File: config.mk
export PLATFORM = sky130hd
export DESIGN_NAME = imem_loader_flat
export DESIGN_NICKNAME = d
export VERILOG_FILES = /design/src/rtl/imem_loader_if.sv /design/src/rtl/imem_loader.sv /design/src/flat_wrapper.sv
export SDC_FILE = /design/constraint.sdc
export NUM_CORES = 1
export LEC_CHECK = 0
export ABC_AREA = 1
export BUFFER_PORTS_ARGS = -buffer_cell sky130_fd_sc_hd__buf_2
export CORE_UTILIZATION = 60
export DETAILED_ROUTE_END_ITERATION = 7
export PLACE_DENSITY = 0.83
export SYNTH_ARGS = -nofsm -noshare
export SYNTH_HDL_FRONTEND = slang
export SYNTH_SLANG_ARGS = --single-unit
File: constraint.sdc
create_clock -name clk -period 3.6 [get_ports clk]
set_clock_uncertainty 0.2 [all_clocks]
set_input_delay 0.18 -clock clk [delete_from_list [all_inputs] [get_ports clk]]
set_output_delay 0.18 -clock clk [all_outputs]
set_load 0.02 [all_outputs]
File: src/rtl/imem_loader_if.sv
// Byte-stream input, instruction-memory write port and core status of the loader.
// Latency: wires only; timing is set by the loader that drives the outputs.
// Backpressure: none; the loader takes every valid byte in the cycle it is presented.
interface imem_loader_if #(
   parameter int ADDR_W = 8
);
   logic              start;
   logic [7:0]        byte_in;
   logic              byte_valid;
   logic              imem_we;
   logic [ADDR_W-1:0] imem_addr;
   logic [31:0]       imem_wdata;
   logic              pc_reset;
   logic              done;
   logic              error;

   // Stream source / memory observer side
   modport master (
      output start, byte_in, byte_valid,
      input  imem_we, imem_addr, imem_wdata, pc_reset, done, error
   );

   // Loader side
   modport slave (
      input  start, byte_in, byte_valid,
      output imem_we, imem_addr, imem_wdata, pc_reset, done, error
   );
endinterface

File: src/rtl/imem_loader.sv
// Boot loader: length header, little-endian payload words into imem, XOR checksum gate on pc_reset.
// Latency: a word write is registered and appears the cycle after its 4th byte; status one cycle after its byte.
// Backpressure: none; every valid byte is consumed at once, start wins over byte_valid and drops that byte.
module imem_loader #(
   parameter int ADDR_W = 8
) (
   input  logic          clk,
   input  logic          rst_n,
   imem_loader_if.slave  ld_if
);
   typedef enum logic [2:0] {
      S_LEN0,
      S_LEN1,
      S_DATA,
      S_CHECK,
      S_RUN,
      S_ERR
   } state_t;

   localparam int          CW  = ADDR_W + 1;
   localparam logic [31:0] CAP = 32'd1 << ADDR_W;

   state_t            state_q, state_d;
   logic [15:0]       count_q, count_d;
   logic [1:0]        idx_q, idx_d;
   logic [CW-1:0]     wcnt_q, wcnt_d;
   logic [7:0]        csum_q, csum_d;
   logic [23:0]       lanes_q, lanes_d;
   logic              we_q, we_d;
   logic [ADDR_W-1:0] addr_q, addr_d;
   logic [31:0]       wdata_q, wdata_d;
   logic [15:0]       hdr_count;

   // The full word count as it stands once the high header byte arrives
   assign hdr_count = {ld_if.byte_in, count_q[7:0]};

   // State and datapath registers; async reset puts the core on hold
   always_ff @(posedge clk or negedge rst_n) begin
      if (!rst_n) begin
         state_q <= S_LEN0;
         count_q <= '0;
         idx_q   <= '0;
         wcnt_q  <= '0;
         csum_q  <= '0;
         lanes_q <= '0;
         we_q    <= 1'b0;
         addr_q  <= '0;
         wdata_q <= '0;
      end else begin
         state_q <= state_d;
         count_q <= count_d;
         idx_q   <= idx_d;
         wcnt_q  <= wcnt_d;
         csum_q  <= csum_d;
         lanes_q <= lanes_d;
         we_q    <= we_d;
         addr_q  <= addr_d;
         wdata_q <= wdata_d;
      end
   end

   // Next-state: header parse, word assembly with one-cycle write strobe, checksum verdict
   always_comb begin
      state_d = state_q;
      count_d = count_q;
      idx_d   = idx_q;
      wcnt_d  = wcnt_q;
      csum_d  = csum_q;
      lanes_d = lanes_q;
      we_d    = 1'b0;
      addr_d  = addr_q;
      wdata_d = wdata_q;
      if (ld_if.start) begin
         // Restart drops any partial word; already-written words stay in memory
         state_d = S_LEN0;
         count_d = '0;
         idx_d   = '0;
         wcnt_d  = '0;
         csum_d  = '0;
         lanes_d = '0;
      end else if (ld_if.byte_valid) begin
         case (state_q)
            S_LEN0: begin
               count_d[7:0] = ld_if.byte_in;
               state_d      = S_LEN1;
            end
            S_LEN1: begin
               count_d[15:8] = ld_if.byte_in;
               if (32'(hdr_count) > CAP) begin
                  state_d = S_ERR;
               end else if (hdr_count == 16'd0) begin
                  state_d = S_CHECK;
               end else begin
                  state_d = S_DATA;
               end
            end
            S_DATA: begin
               csum_d = csum_q ^ ld_if.byte_in;
               idx_d  = idx_q + 2'd1;
               case (idx_q)
                  2'd0: lanes_d[7:0]   = ld_if.byte_in;
                  2'd1: lanes_d[15:8]  = ld_if.byte_in;
                  2'd2: lanes_d[23:16] = ld_if.byte_in;
                  default: begin
                     we_d    = 1'b1;
                     addr_d  = wcnt_q[ADDR_W-1:0];
                     wdata_d = {ld_if.byte_in, lanes_q};
                     wcnt_d  = wcnt_q + CW'(1);
                     if (32'(wcnt_q) + 32'd1 == 32'(count_q)) begin
                        state_d = S_CHECK;
                     end
                  end
               endcase
            end
            S_CHECK: begin
               state_d = (ld_if.byte_in == csum_q) ? S_RUN : S_ERR;
            end
            default: begin
               // RUN and ERR ignore the stream until restarted
            end
         endcase
      end
   end

   assign ld_if.imem_we    = we_q;
   assign ld_if.imem_addr  = addr_q;
   assign ld_if.imem_wdata = wdata_q;
   assign ld_if.pc_reset   = (state_q != S_RUN);
   assign ld_if.done       = (state_q == S_RUN);
   assign ld_if.error      = (state_q == S_ERR);
endmodule

File: src/flat_wrapper.sv
// flat-port wrapper written by rule: the top's interface ports become plain ports
module imem_loader_flat 
#(
   parameter int ADDR_W = 8
)
  (clk, rst_n, ld_if_start, ld_if_byte_in, ld_if_byte_valid, ld_if_imem_we, ld_if_imem_addr, ld_if_imem_wdata, ld_if_pc_reset, ld_if_done, ld_if_error);
  imem_loader_if #(.ADDR_W(ADDR_W)) ld_if_i ();
  input  logic clk;
  input  logic rst_n;
  input wire logic [$bits(ld_if_i.start)-1:0] ld_if_start;
  input wire logic [$bits(ld_if_i.byte_in)-1:0] ld_if_byte_in;
  input wire logic [$bits(ld_if_i.byte_valid)-1:0] ld_if_byte_valid;
  output wire logic [$bits(ld_if_i.imem_we)-1:0] ld_if_imem_we;
  output wire logic [$bits(ld_if_i.imem_addr)-1:0] ld_if_imem_addr;
  output wire logic [$bits(ld_if_i.imem_wdata)-1:0] ld_if_imem_wdata;
  output wire logic [$bits(ld_if_i.pc_reset)-1:0] ld_if_pc_reset;
  output wire logic [$bits(ld_if_i.done)-1:0] ld_if_done;
  output wire logic [$bits(ld_if_i.error)-1:0] ld_if_error;
  assign ld_if_i.start = ld_if_start;
  assign ld_if_i.byte_in = ld_if_byte_in;
  assign ld_if_i.byte_valid = ld_if_byte_valid;
  assign ld_if_imem_we = ld_if_i.imem_we;
  assign ld_if_imem_addr = ld_if_i.imem_addr;
  assign ld_if_imem_wdata = ld_if_i.imem_wdata;
  assign ld_if_pc_reset = ld_if_i.pc_reset;
  assign ld_if_done = ld_if_i.done;
  assign ld_if_error = ld_if_i.error;
  imem_loader #(.ADDR_W(ADDR_W)) u_core (.clk(clk), .rst_n(rst_n), .ld_if(ld_if_i));
endmodule
Word level (Yosys, flattened, before mapping)
Index checks and enable logic that the tools add are counted.
Widths: inputs -> output; s select.
{"block": "totals", "wordCells": 85, "ff_bits": 103, "output_inout_bits": 44}
{"block": "op_classes", "mux": 32, "n_addsub": 3, "magnitude_cmp": 1, "reduce_logical": 21, "n_eq_ne": 13, "bitwise_logic": 3}
{"cell": "$mux 24", "count": 3}
{"cell": "$mux 8", "count": 8}
{"cell": "$mux 9", "count": 4}
{"cell": "$eq 32x16->1", "count": 1}
{"cell": "$mux 16", "count": 2}
{"cell": "$gt 16x9->1 const B", "count": 1}
{"cell": "$logic_not 16->1", "count": 1}
{"cell": "$mux 3", "count": 5}
{"cell": "$reduce_bool 2->1", "count": 7}
{"cell": "$pmux 3 s4", "count": 1}
{"cell": "$reduce_and 3->1", "count": 4}
{"cell": "$add 9x1->10 const B", "count": 1}
{"cell": "$add 9x1->9 const B", "count": 1}
{"cell": "$eq 8x8->1", "count": 1}
{"cell": "$reduce_and 4->1", "count": 2}
{"cell": "$xor 8x8->8", "count": 1}
{"cell": "$eq 3x2->1 const B", "count": 2}
{"cell": "$eq 3x3->1 const B", "count": 2}
{"cell": "$mux 1", "count": 6}
{"cell": "$mux 2", "count": 3}
{"cell": "$ne 3x3->1 const B", "count": 2}
{"cell": "$reduce_and 2->1", "count": 3}
{"cell": "$reduce_bool 5->1", "count": 1}
{"cell": "$eq 3x1->1 const B", "count": 1}
{"cell": "9 further kinds", "count": 10}

Logic depth before layout (Yosys ltp)
{"block": "depth", "depth_word": 7, "mapped_depth": 13}

Worst setup path before layout
OpenSTA, ideal clock, no wires.
{"block": "synth_path", "path_type": "flip-flop to flip-flop", "from": "reg u_core.wcnt_q[0]", "to": "reg u_core.state_q[1]", "setup_ns": 0.117, "arrival_time_ns": 1.521, "path_stages_with_launch": 13, "synth_period_minus_slack_ns": 1.838, "setup_slack_ns": 1.762, "t_required_ns": 3.283, "cell_sequence": "dfrtp_1 > ha_1 > nand3_2 > nor2_4 > nand2_1 > nand2_1 > nand2_1 > nand2_1 > nand3_1 > o21bai_2 > nand2_2 > nand2_1 > nand2_1"}
{"block": "synth_via", "elab_chain_len": 4}
{"element": "start, declared", "line_no": "imem_loader.sv:26", "source": "logic [CW-1:0] wcnt_q, wcnt_d;"}
{"element": "start signal, assigned", "line_no": "imem_loader.sv:53", "source": "wcnt_q <= wcnt_d;"}
{"element": "$add 9x1->10", "line_no": "imem_loader.sv:109", "source": "if (32'(wcnt_q) + 32'd1 == 32'(count_q)) begin"}
{"element": "$eq 32x16->1", "line_no": "imem_loader.sv:109"}
{"element": "$ne 3x2->1 (no line)"}
{"element": "$reduce_and 4->1 (no line)"}
{"element": "end signal, assigned", "line_no": "imem_loader.sv:50", "source": "state_q <= state_d;"}
{"element": "end, declared", "line_no": "imem_loader.sv:23", "source": "state_t state_q, state_d;"}
No other way between the ends.
A chain may end at the register's enable or synchronous reset.

Worst setup path in the final report
{"block": "layout_path", "from": "reg u_core.state_q[0]", "to": "reg u_core.wdata_q[23], in the netlist u_core.ld_if.imem_wdata[23]"}
{"block": "layout_via", "elab_chain_len": 2}
{"element": "$eq 3x2->1", "line_no": "imem_loader.sv:82", "source": "case (state_q)"}
{"element": "$reduce_and 4->1 (no line)"}
{"element": "end signal, assigned", "line_no": "imem_loader.sv:58", "source": "wdata_q <= wdata_d;"}
{"element": "end, declared", "line_no": "imem_loader.sv:31", "source": "logic [31:0] wdata_q, wdata_d;"}
No other way between the ends.

==> results by stage <==
Logic synthesis:
- The number of nets in the synthesized netlist is 571.
- Ranked by total cell area, the synthesized netlist is headed by sky130_fd_sc_hd__dfrtp_1, sky130_fd_sc_hd__nand2_1, sky130_fd_sc_hd__inv_1.
- The top cell type's share of synthesized area is 0.543.
- Synthesis handed over a netlist of between 500 and 600 instances.
- The netlist uses 30 different library cells.
- Synthesis inferred between 100 and 150 register bits.
- The register area share after synthesis is 0.543.
- The leading area contributor after synthesis is sky130_fd_sc_hd__dfrtp_1.
- The mean area per synthesized cell is approximately 8.6 um2.
- The number of synthesis warnings is 0.
- Summing every instance area after synthesis gives 4750 um2.

Clock network:
- The tree is rooted in a sky130_fd_sc_hd__clkbuf_8.
- The count of cells resized by post-cts repair is 0.
- The setup fix buffers added after clock tree synthesis is 0.
- At the later pin of the worst-skew pair, clock insertion delay measures 370 ps.
- The clock drives 103 sinks.
- The CTS H-tree depth is 3.
- The number of buffers created by CTS is 9.
- The maximum clock path buffer count is 2.
- After clock tree synthesis, the clock-pin slew on the worst setup and hold paths is 100 ps.
- TritonCTS built the clock tree.

Floorplan:
- For this design the top-level I/O count stands at 56.
- The core region is 7690 um2.
- The area of the die is 8270 um2.
- The floorplan die height is 91.0 um.
- The die outline width is about 90 um.
- The initial utilization of the core area, before any placement, comes to 0.618.
- The initialized floorplan defines 32 standard-cell rows.

Timing:
- Setup repair after global routing left no endpoint under its margin.
- The number of pins with negative max-slew slack in the final report was 0.
- Adding up every negative setup slack in the final design gives 0 ps.
- Once routing completed, OpenROAD measured the worst setup slack at 1390 ps.
- The worst hold slack across all endpoints is 44.2 ps.
- The smallest clock period supported by the final layout is computed as 2210 ps.
- The transition time at the pin with the least slew margin is 1160 ps.
- Static timing analysis puts the maximum clock frequency at 0.452 GHz.
- The number of hold-slack violations in the final timing report is 0.
- Setup violations remaining at the end of the flow were counted as 0.
- Measured against its own limit, the worst slew margin works out to 0.221.
- The portion of the clock cycle consumed by the worst path in the final layout is 0.614.

Route:
- The total wire length after detailed routing is 10100 um.
- Summing over every cut layer, the via total after detailed routing is 3821.
- Dividing the detail-routed wire length by the instance count gives 14.0 um.
- The average vias per placed instance is 5.28.
- For this block, the initial DRC count from the detailed router was 285.
- For this run, design rule violations remaining after detail routing come to 0.
- The count of nets left with antenna violations once routing finished came out at 0.
- The first detailed-routing pass ran for 5 iterations.

Power and ir drop:
- The static power due to leakage is 2.67 nW.
- In this run the power density over the cells is 407 nW/um2.
- The total power after layout is 2.18 mW.
- The maximum vdd drop is ~0.25 mV.

Status:
- The flow ran to the end, and the final reports show no timing, DRC or antenna violations.

Setup path:
- The maximum fanout count along the critical path is 61.
- The endpoint of the worst register-to-register path is u_core.ld_if.imem_wdata[23].
- The slowest stage of the critical path belongs to the cell sky130_fd_sc_hd__dfrtp_1.
- STA classifies the critical path endpoint as a register.
- The path depth of the worst reg2reg path is 9.
- The dominant cell type by count on the critical path is sky130_fd_sc_hd__inv_2.
- The slack of the worst reg-to-reg path is 1390 ps.
- The arrival time at the worst endpoint is between 2000 and 2500 ps.
- The delay of the slowest critical-path stage is around 450 ps.
- The combined buffer and inverter count along the critical path is 3.
- Traced cell by cell, the critical path runs through nor3_2 > inv_2 > nor2_2 > inv_2 > nor2_4 > nand2_2 > buf_12 > nand2_1 > o21ai_1.
- The worst setup path is launched from a register.
- The critical path in this run is classified as register to register.
- At the worst endpoint, the required time is around 3700 ps.
- On the critical path the largest part of the delay comes from simple AND/OR/NAND/NOR gates.
- The reg-to-reg startpoint is u_core.state_q[0].

Final layout:
- In the final layout, the share of cells above drive strength 1 is 0.182.
- The final layout net count is 633.
- The number of antenna repair diodes is 0.
- The area growth from synthesis to layout is 12.9%.
- Summing all non-filler instances in the final layout gives an area of 5360 um2.

GRT:
- The number of global-route vias before repair is between 3k and 4k.
- The final global-route overflow total is 0.
- The number of antenna violations at the first check in global routing came to 0.
- The pin count of the biggest net entering global routing is 84.
- The total global routing track utilization is 0.261.
- The first global-routing pass estimated 17000 um of wire.

Placed design:
- At the placement stage, the worst setup path has a slack of about 1400 ps.
- The post-detailed-placement cell area is 5070 um2.
- The final estimated routing congestion in global placement is 0.844.
- The quantity of I/O buffers inserted on ports is 55.
- The wire-length estimate of the detail-placed layout is 7000 um.

Job:
- Max-cap violations in this run came to 0.

Min path:
- The instance count along the most critical hold path is 3.
- The worst-case hold path end point is u_core.count_q[10].
- The startpoint identified for the worst hold timing path is ld_if_byte_valid.
- The tightest min-delay check is of the primary input to register type.
[cell usage after synthesis]
cell type / n
sky130_fd_sc_hd__nand2_1: 153
sky130_fd_sc_hd__dfrtp_1: 103
sky130_fd_sc_hd__inv_1: 70
sky130_fd_sc_hd__o21ai_0: 47
sky130_fd_sc_hd__nor2_1: 35
sky130_fd_sc_hd__o21ai_1: 32
sky130_fd_sc_hd__nand3_1: 25
sky130_fd_sc_hd__a21oi_1: 11
sky130_fd_sc_hd__nand2_2: 10
sky130_fd_sc_hd__o21ai_2: 9
sky130_fd_sc_hd__xnor2_1: 8
sky130_fd_sc_hd__buf_6: 6
sky130_fd_sc_hd__clkbuf_1: 5
sky130_fd_sc_hd__ha_1: 5
sky130_fd_sc_hd__inv_2: 5
sky130_fd_sc_hd__o22ai_2: 5
sky130_fd_sc_hd__nor2_2: 4
sky130_fd_sc_hd__buf_4: 3
sky130_fd_sc_hd__nor2_4: 3
sky130_fd_sc_hd__nor3_1: 3
sky130_fd_sc_hd__buf_2: 2
sky130_fd_sc_hd__nand4_1: 2
sky130_fd_sc_hd__a31oi_1: 1
sky130_fd_sc_hd__clkinv_1: 1
sky130_fd_sc_hd__nand3_2: 1
sky130_fd_sc_hd__nand3b_1: 1
sky130_fd_sc_hd__nor3_2: 1
sky130_fd_sc_hd__o21bai_1: 1
sky130_fd_sc_hd__o21bai_2: 1
sky130_fd_sc_hd__xor2_1: 1
[through the flow]
stage | std cells | utilization
floorplan | 554 | -
global placement | 698 | 0.659
detailed placement | 698 | 0.659
CTS | 723 | 0.697
global route | 723 | 0.697
finish | 723 | 0.697
[layout make-up]
class	instances	area, um2
flip-flops and latches	103	2580
fillers	601	2330
clock buffers	9	124
multi-input cells	359	1770
inverters	76	285
clock inverters	7	75.1
repair buffers	67	403
well taps	102	128
[how the worst max path moves through the flow]
stage	startpoint	to	cells past startpoint
after floorplan	u_core.wcnt_q[0]	u_core.state_q[1]	12
after global placement	u_core.state_q[2]	u_core.ld_if.imem_wdata[29]	9
after detailed placement	u_core.state_q[0]	u_core.ld_if.imem_wdata[9]	9
after CTS	u_core.state_q[0]	u_core.ld_if.imem_wdata[9]	9
after global routing	u_core.state_q[1]	u_core.ld_if.imem_wdata[17]	10
final	u_core.state_q[0]	u_core.ld_if.imem_wdata[23]	9
[flip-flops by register name, summed over array words and instances (netlist names)]
register,cells
u_core.csum_q,8
u_core.ld_if.imem_wdata,32
u_core.wcnt_q,9
u_core.ld_if.imem_addr,8
u_core.lanes_q,24
u_core.idx_q,2
u_core.ld_if.imem_we,1
u_core.state_q,3
u_core.count_q,16
[routing by layer]
layer	share of wire	vias up	global-route usage
li1	-	1863	-
met1	0.44	1825	0.345
met2	0.49	114	0.427
met3	0.047	19	0.0369
met4	0.023	0	0.122
met5	0	-	0
[power breakdown]
group / internal, mW / total [mW] / switching [mW]
Sequential: 1.21 / 1.23 / 0.0241
Clock: 0.273 / 0.713 / 0.440
Combinational: 0.0701 / 0.237 / 0.167
[worst reg2reg max path, cell delays in order (launching register included)]
cell                      delay, ps
sky130_fd_sc_hd__dfrtp_1        450
sky130_fd_sc_hd__nor3_2         240
sky130_fd_sc_hd__inv_2           80
sky130_fd_sc_hd__nor2_2          90
sky130_fd_sc_hd__inv_2           50
sky130_fd_sc_hd__nor2_4         120
sky130_fd_sc_hd__nand2_2        340
sky130_fd_sc_hd__buf_12         340
sky130_fd_sc_hd__nand2_1        120
sky130_fd_sc_hd__o21ai_1         60
[cell usage in the layout, fill, tap and decap left out]
cell type	count
sky130_fd_sc_hd__nand2_2	10
sky130_fd_sc_hd__dlygate4sd3_1	9
sky130_fd_sc_hd__xor2_1	1
sky130_fd_sc_hd__inv_1	70
sky130_fd_sc_hd__nor2_1	35
sky130_fd_sc_hd__nor2_2	4
sky130_fd_sc_hd__nand2_1	153
sky130_fd_sc_hd__nor3_2	1
sky130_fd_sc_hd__nand4_1	2
sky130_fd_sc_hd__o21bai_2	1
sky130_fd_sc_hd__a31oi_1	1
sky130_fd_sc_hd__nand3_2	1
sky130_fd_sc_hd__o21ai_0	47
sky130_fd_sc_hd__clkinv_8	2
sky130_fd_sc_hd__clkbuf_8	9
sky130_fd_sc_hd__buf_2	54
sky130_fd_sc_hd__clkinvlp_4	1
sky130_fd_sc_hd__nand3_1	25
sky130_fd_sc_hd__dfrtp_1	103
sky130_fd_sc_hd__o21ai_1	32
sky130_fd_sc_hd__inv_2	5
sky130_fd_sc_hd__o21bai_1	1
sky130_fd_sc_hd__ha_1	5
sky130_fd_sc_hd__o22ai_2	5
sky130_fd_sc_hd__buf_12	1
sky130_fd_sc_hd__nor3_1	3
sky130_fd_sc_hd__a21oi_1	11
sky130_fd_sc_hd__buf_4	3
sky130_fd_sc_hd__clkinv_1	1
sky130_fd_sc_hd__nor2_4	3
sky130_fd_sc_hd__nand3b_1	1
sky130_fd_sc_hd__xnor2_1	8
sky130_fd_sc_hd__inv_6	4
sky130_fd_sc_hd__o21ai_2	9
[repair_timing]
action / CTS / global route
hold buffers: 9 / 0
endpoints found under the hold margin: 94 / 0
endpoints found under the setup margin: 0 / 0
[cell families after synthesis]
kind of cell,Yosys count,share of synthesized area
xor gates and xnor gates,9,0.0166
adders and majority gates,5,0.0132
DFF,103,0.543
AOI/OAI and AO/OA,107,0.130
buffers and inverters,92,0.0851
and+or+nand+nor,238,0.212
Note: power is estimated with default switching activity, not from simulation.
